--- src/rtl/keypad_scanner.sv ---
// Scans a 4x4 active-low key matrix; debounces press and release, reports the
// row*4+col code with a one-cycle valid pulse and optional auto-repeat.
// state    | meaning
// SCAN     | walk the columns, sample rows on the last dwell cycle
// DEBOUNCE | count consecutive low samples of the latched row
// PRESSED  | key accepted, repeat timer running
// RELEASE  | count consecutive high samples before resuming the scan
module keypad_scanner #(
  parameter int DEBOUNCE_CYCLES = 20,
  parameter int COL_DWELL       = 4,
  parameter int REPEAT_DELAY    = 500,
  parameter int REPEAT_RATE     = 100
) (
  input  logic       clk_scan,
  input  logic       rst,
  input  logic [3:0] row_in,
  output logic [3:0] col_out,
  output logic [3:0] key_code,
  output logic       key_valid,
  output logic       key_held
);

  localparam int DB_MAX  = (DEBOUNCE_CYCLES < 1) ? 1 : DEBOUNCE_CYCLES;
  localparam int DW_MAX  = (COL_DWELL < 1) ? 1 : COL_DWELL;
  localparam int RD_LOAD = (REPEAT_DELAY < 1) ? 0 : REPEAT_DELAY - 1;
  localparam int RR_LOAD = (REPEAT_RATE < 1) ? 0 : REPEAT_RATE - 1;
  localparam int RP_MAX  = (RD_LOAD > RR_LOAD) ? RD_LOAD : RR_LOAD;
  localparam int DB_W    = $clog2(DB_MAX + 1);
  localparam int DW_W    = (DW_MAX > 1) ? $clog2(DW_MAX) : 1;
  localparam int RP_W    = (RP_MAX > 0) ? $clog2(RP_MAX + 1) : 1;

  localparam logic [DB_W-1:0] DB_LAST = DB_W'(DB_MAX - 1);
  localparam logic [DW_W-1:0] DW_LAST = DW_W'(DW_MAX - 1);

  typedef enum logic [1:0] {
    S_SCAN,
    S_DEBOUNCE,
    S_PRESSED,
    S_RELEASE
  } state_t;

  state_t          state_q, state_d;
  logic [1:0]      col_q, col_d;
  logic [DW_W-1:0] dwell_q, dwell_d;
  logic [DB_W-1:0] cnt_q, cnt_d;
  logic [RP_W-1:0] rep_q, rep_d;
  logic [1:0]      row_idx_q, row_idx_d;
  logic [3:0]      code_q, code_d;
  logic            valid_q, valid_d;
  logic            held_q, held_d;
  logic [3:0]      sync_q, row_q;

  logic            row_hit;
  logic [1:0]      low_idx;
  logic            row_bit;

  assign row_hit = ~&row_q;
  assign row_bit = row_q[row_idx_q];

  always_comb begin
    low_idx = 2'd3;
    if (!row_q[0])      low_idx = 2'd0;
    else if (!row_q[1]) low_idx = 2'd1;
    else if (!row_q[2]) low_idx = 2'd2;
  end

  always_comb begin
    state_d   = state_q;
    col_d     = col_q;
    dwell_d   = dwell_q;
    cnt_d     = cnt_q;
    rep_d     = rep_q;
    row_idx_d = row_idx_q;
    code_d    = code_q;
    valid_d   = 1'b0;
    held_d    = held_q;
    unique case (state_q)
      S_SCAN: begin
        if (dwell_q == DW_LAST) begin
          if (row_hit) begin
            state_d   = S_DEBOUNCE;
            row_idx_d = low_idx;
            cnt_d     = '0;
          end else begin
            col_d   = col_q + 2'd1;
            dwell_d = '0;
          end
        end else begin
          dwell_d = dwell_q + DW_W'(1);
        end
      end
      S_DEBOUNCE: begin
        if (row_bit) begin
          state_d = S_SCAN;
          col_d   = col_q + 2'd1;
          dwell_d = '0;
        end else if (cnt_q == DB_LAST) begin
          state_d = S_PRESSED;
          code_d  = {row_idx_q, col_q};
          valid_d = 1'b1;
          held_d  = 1'b1;
          rep_d   = RP_W'(RD_LOAD);
        end else begin
          cnt_d = cnt_q + DB_W'(1);
        end
      end
      S_PRESSED: begin
        if (row_bit) begin
          state_d = S_RELEASE;
          cnt_d   = '0;
        end else if (REPEAT_DELAY > 0) begin
          if (rep_q == '0) begin
            valid_d = 1'b1;
            rep_d   = RP_W'(RR_LOAD);
          end else begin
            rep_d = rep_q - RP_W'(1);
          end
        end
      end
      S_RELEASE: begin
        // A low sample here is a contact glitch: resume holding, restart repeat.
        if (!row_bit) begin
          state_d = S_PRESSED;
          rep_d   = RP_W'(RD_LOAD);
        end else if (cnt_q == DB_LAST) begin
          state_d = S_SCAN;
          held_d  = 1'b0;
          col_d   = col_q + 2'd1;
          dwell_d = '0;
        end else begin
          cnt_d = cnt_q + DB_W'(1);
        end
      end
      default: state_d = S_SCAN;
    endcase
  end

  always_ff @(posedge clk_scan) begin
    if (rst) begin
      // Synchronizer clears to the released (pulled-up) level.
      sync_q    <= 4'hF;
      row_q     <= 4'hF;
      state_q   <= S_SCAN;
      col_q     <= '0;
      dwell_q   <= '0;
      cnt_q     <= '0;
      rep_q     <= '0;
      row_idx_q <= '0;
      code_q    <= '0;
      valid_q   <= 1'b0;
      held_q    <= 1'b0;
    end else begin
      sync_q    <= row_in;
      row_q     <= sync_q;
      state_q   <= state_d;
      col_q     <= col_d;
      dwell_q   <= dwell_d;
      cnt_q     <= cnt_d;
      rep_q     <= rep_d;
      row_idx_q <= row_idx_d;
      code_q    <= code_d;
      valid_q   <= valid_d;
      held_q    <= held_d;
    end
  end

  assign col_out   = ~(4'b0001 << col_q);
  assign key_code  = code_q;
  assign key_valid = valid_q;
  assign key_held  = held_q;

endmodule

--- config.mk ---
export PLATFORM = sky130hd
export DESIGN_NAME = keypad_scanner
export DESIGN_NICKNAME = d
export VERILOG_FILES = /design/src/rtl/keypad_scanner.sv
export SDC_FILE = /design/constraint.sdc
export NUM_CORES = 1
export LEC_CHECK = 0
export BUFFER_PORTS_ARGS = -buffer_cell sky130_fd_sc_hd__clkbuf_2
export CAP_MARGIN = 5
export CELL_PAD_IN_SITES_DETAIL_PLACEMENT = 2
export CELL_PAD_IN_SITES_GLOBAL_PLACEMENT = 2
export CORE_UTILIZATION = 35
export CTS_BUF_LIST = sky130_fd_sc_hd__clkbuf_8
export DETAILED_ROUTE_END_ITERATION = 7
export GPL_ROUTABILITY_DRIVEN = 0
export GPL_TIMING_DRIVEN = 1
export PLACE_DENSITY_LB_ADDON = 0.1
export SYNTH_ARGS = -nofsm -noshare
export SYNTH_HDL_FRONTEND = slang
export SYNTH_SLANG_ARGS = --single-unit
--- constraint.sdc ---
create_clock -name clk_scan -period 2.8 [get_ports clk_scan]
set_input_delay 0 -clock clk_scan [delete_from_list [all_inputs] [get_ports clk_scan]]
set_output_delay 0 -clock clk_scan [all_outputs]
set_load 0.005 [all_outputs]
==> impl_results.md <==
* Status: completed
* Seq cells post-synth at 36
* Fmax at 415 MHz
* Worst-path clk slew at 0.08 ns
* Max transition margin at 0.550
* Synth-to-Final Area Change at 14.9%
* Resize count post-CTS at 0
* Gr busiest metal: met2
* Largest net degree at the start of global routing at 34
* Die Ht at 74.4 um
* Setup slack, reg-to-reg at 0.39 ns
* Clock buffer count from CTS at 5
* Core area at 0.00488 mm2
* Worst Setup Start Kind: register
* # DRC at 0
* CTS tree: done
* PortBufs at 15
* CTS root buf: clkbuf_8
* Final hold viol count at 0
* Htree depth at 2
* Synth async-reset ratio at 0
* Detailed-router iteration count before antenna repair at 4
* GR Util met1 at 0.231
* Most common cell after layout, fill and taps aside: dfxtp_1
* RR Endpoint: rep_q[5]$_SDFFE_PP0P_
* Post-synth EDFFs at 0
* Post-synthesis cell area at 0.00183 mm2
* Die W at 74.4 um
* Placed insts at 287
* Critical path class: reg -> reg
* Seq/Total Area, Yosys at 0.393
* Vias in the first global route at 1697
* Rows at 25
* Placed wire-length estimate at 3470 um
* Initial Utilization at 0.376
* Worst hold endpoint: row_idx_q[1]$_SDFFE_PP0P_
* Post-Route WL at 4900 um
* Leading cell types in the layout, fill and taps excluded: 36 x dfxtp_1, 27 x nor2_1, 17 x inv_1, 15 x clkbuf_2
* Worst hold slack at 0.332 ns
* Final layout net count at 250
* 1st-iter DRT viols at 58
* Max Fanout on Critical Path at 4
* I/O pin count at 16
* P per Cell Area at 824 mW/mm2
* Layout cells sized above 1 at 0.194
* Post-layout min period at 2.41 ns
* Static leakage at 0.817 nW
* Reg2reg path depth at 7
* Required @ worst endpoint at 3.01 ns
* Final setup TNS at 0 ns
* Synth warn at 0
* VDD IR max at 0.332 mV
* Post-Syn Instances at 209
* Worst EP arrival at 2.62 ns
* Final Max Slew Viols at 0
* Via density at 5.24
* Via Count at 1568
* Die area at 0.00553 mm2
* Number of post-CTS setup repair buffers at 0
* Worst-margin pin slew at 0.674 ns
* Unique masters post-synth at 45
* Fin cells at 299
* Clock sink count at 36
* GRT Total Usage at 0.199
* RSZ-0062 raised after global routing: false
* WL/cell at 16.4 um
* Cts hold-fix bufs at 4
* Reg-to-reg startpoint: rep_q[1]$_SDFFE_PP0P_
* Worst Setup End Kind: register
* Clock latency on the worst-skew pair at 0.30 ns
* Syn_area_per_cell at 8.78 um2
* Met3 GRT Util at 0.0447
* Worst Skew at 0.00641 ns
* Max-cap violations at 0
* Antenna fix cells at 0
* Antenna violations before repair at 0
* Period utilization at 0.862
* Final setup viols at 0
* HP Class: in -> reg
* Hold path depth at 2
* Most common flop cell mapped by yosys: dfxtp_1
* Final ANT Viol Nets at 0
* Hold Startpoint: rst
* Met2 usage at 0.355
* Clock Tree Buf Depth at 2
* Gr ovfl total at 0
* Global-route wire length before repair at 8270 um
* Syn Nets at 228
-- synthesized netlist by cell type (2+ instances only) --
master,number,area share
a21oi_1,14,0.038
nand2b_1,3,0.010
xor2_1,2,0.0096
inv_1,17,0.035
nor2_1,27,0.055
a221oi_1,2,0.0096
o21ai_0,14,0.038
dfxtp_1,36,0.39
nor3_1,3,0.0082
nand3_1,6,0.016
clkbuf_1,4,0.0082
or2_2,11,0.038
nand4_1,3,0.010
a31oi_1,4,0.014
ha_1,13,0.089
mux2i_1,5,0.027
nand2_1,10,0.020
or4_1,4,0.016
a211oi_1,2,0.0082
or3_1,4,0.014
-- power breakdown --
| part | internal (W) | switching, W | total [W] |
|---|---|---|---|
| clock network | 0.000176 | 0.000210 | 0.000386 |
| logic | 0.000275 | 0.000396 | 0.000671 |
| registers | 0.000597 | 0.0000818 | 0.000678 |
-- critical path, stage by stage, from the launching register on --
cell and delay [ns]:
dfxtp_1 0.33, inv_1 0.09, ha_1 0.21, or4b_2 0.66, o31ai_1 0.54, nand2b_1 0.18, a21oi_1 0.07, a311oi_1 0.23
-- routing by layer --
metal	up-vias	routed length (um)
met2	16	2620
li1	782	-
met1	763	2100
met5	-	0
met3	7	102
met4	0	74
-- cell families after synthesis --
| kind of cell | Yosys count | synth area share |
|---|---|---|
| simple gates | 78 | 0.223 |
| compound gates | 50 | 0.186 |
| flops | 36 | 0.393 |
| buf+inv | 22 | 0.0491 |
| fa+ha+maj | 13 | 0.0887 |
| mux | 7 | 0.0457 |
| xor+xnor | 3 | 0.0143 |
-- flip-flops by register name, indices dropped and copies added, names as in the netlist, named ones only --
name / flops
dwell_q: 2
col_q: 2
key_valid: 1
row_idx_q: 2
state_q: 1
key_code: 4
key_held: 1
sync_q: 4
cnt_q: 5
row_q: 4
rep_q: 9
-- per-stage QoR --
stage	util	worst slack, ns	instance area, um2	power (W)
6_report	0.432	0.388	2110	0.00174
5_1_grt	0.432	0.216	2110	0.00186
4_1_cts	0.432	0.384	2110	0.00176
3_5_place_dp	0.405	0.460	1970	0.00136
3_3_place_gp	0.405	0.499	1970	0.00129
2_1_floorplan	-	0.696	1830	0.00116
-- layout make-up --
cell class	count	area, um2
sequential	36	721
multi-input combinational	151	1020
tap	67	83.8
clock inverter	3	23.8
fill	567	2770
clock buffer	5	68.8
inverter	17	63.8
timing repair buffer	20	123
-- worst max-delay path by stage --
| stage | depth (start not counted) | from | end |
|---|---|---|---|
| 6_report | 7 | rep_q[1]$_SDFFE_PP0P_ | rep_q[5]$_SDFFE_PP0P_ |
| 5_1_grt | 7 | rep_q[1]$_SDFFE_PP0P_ | rep_q[5]$_SDFFE_PP0P_ |
| 4_1_cts | 7 | rep_q[0]$_SDFFE_PP0P_ | rep_q[5]$_SDFFE_PP0P_ |
| 3_5_place_dp | 7 | rep_q[0]$_SDFFE_PP0P_ | rep_q[5]$_SDFFE_PP0P_ |
| 3_3_place_gp | 7 | rep_q[0]$_SDFFE_PP0P_ | rep_q[5]$_SDFFE_PP0P_ |
| 2_1_floorplan | 8 | state_q[0]$_SDFFE_PP0P_ | rep_q[7]$_SDFFE_PP0P_ |
Note: power is estimated with default switching activity, not from simulation.
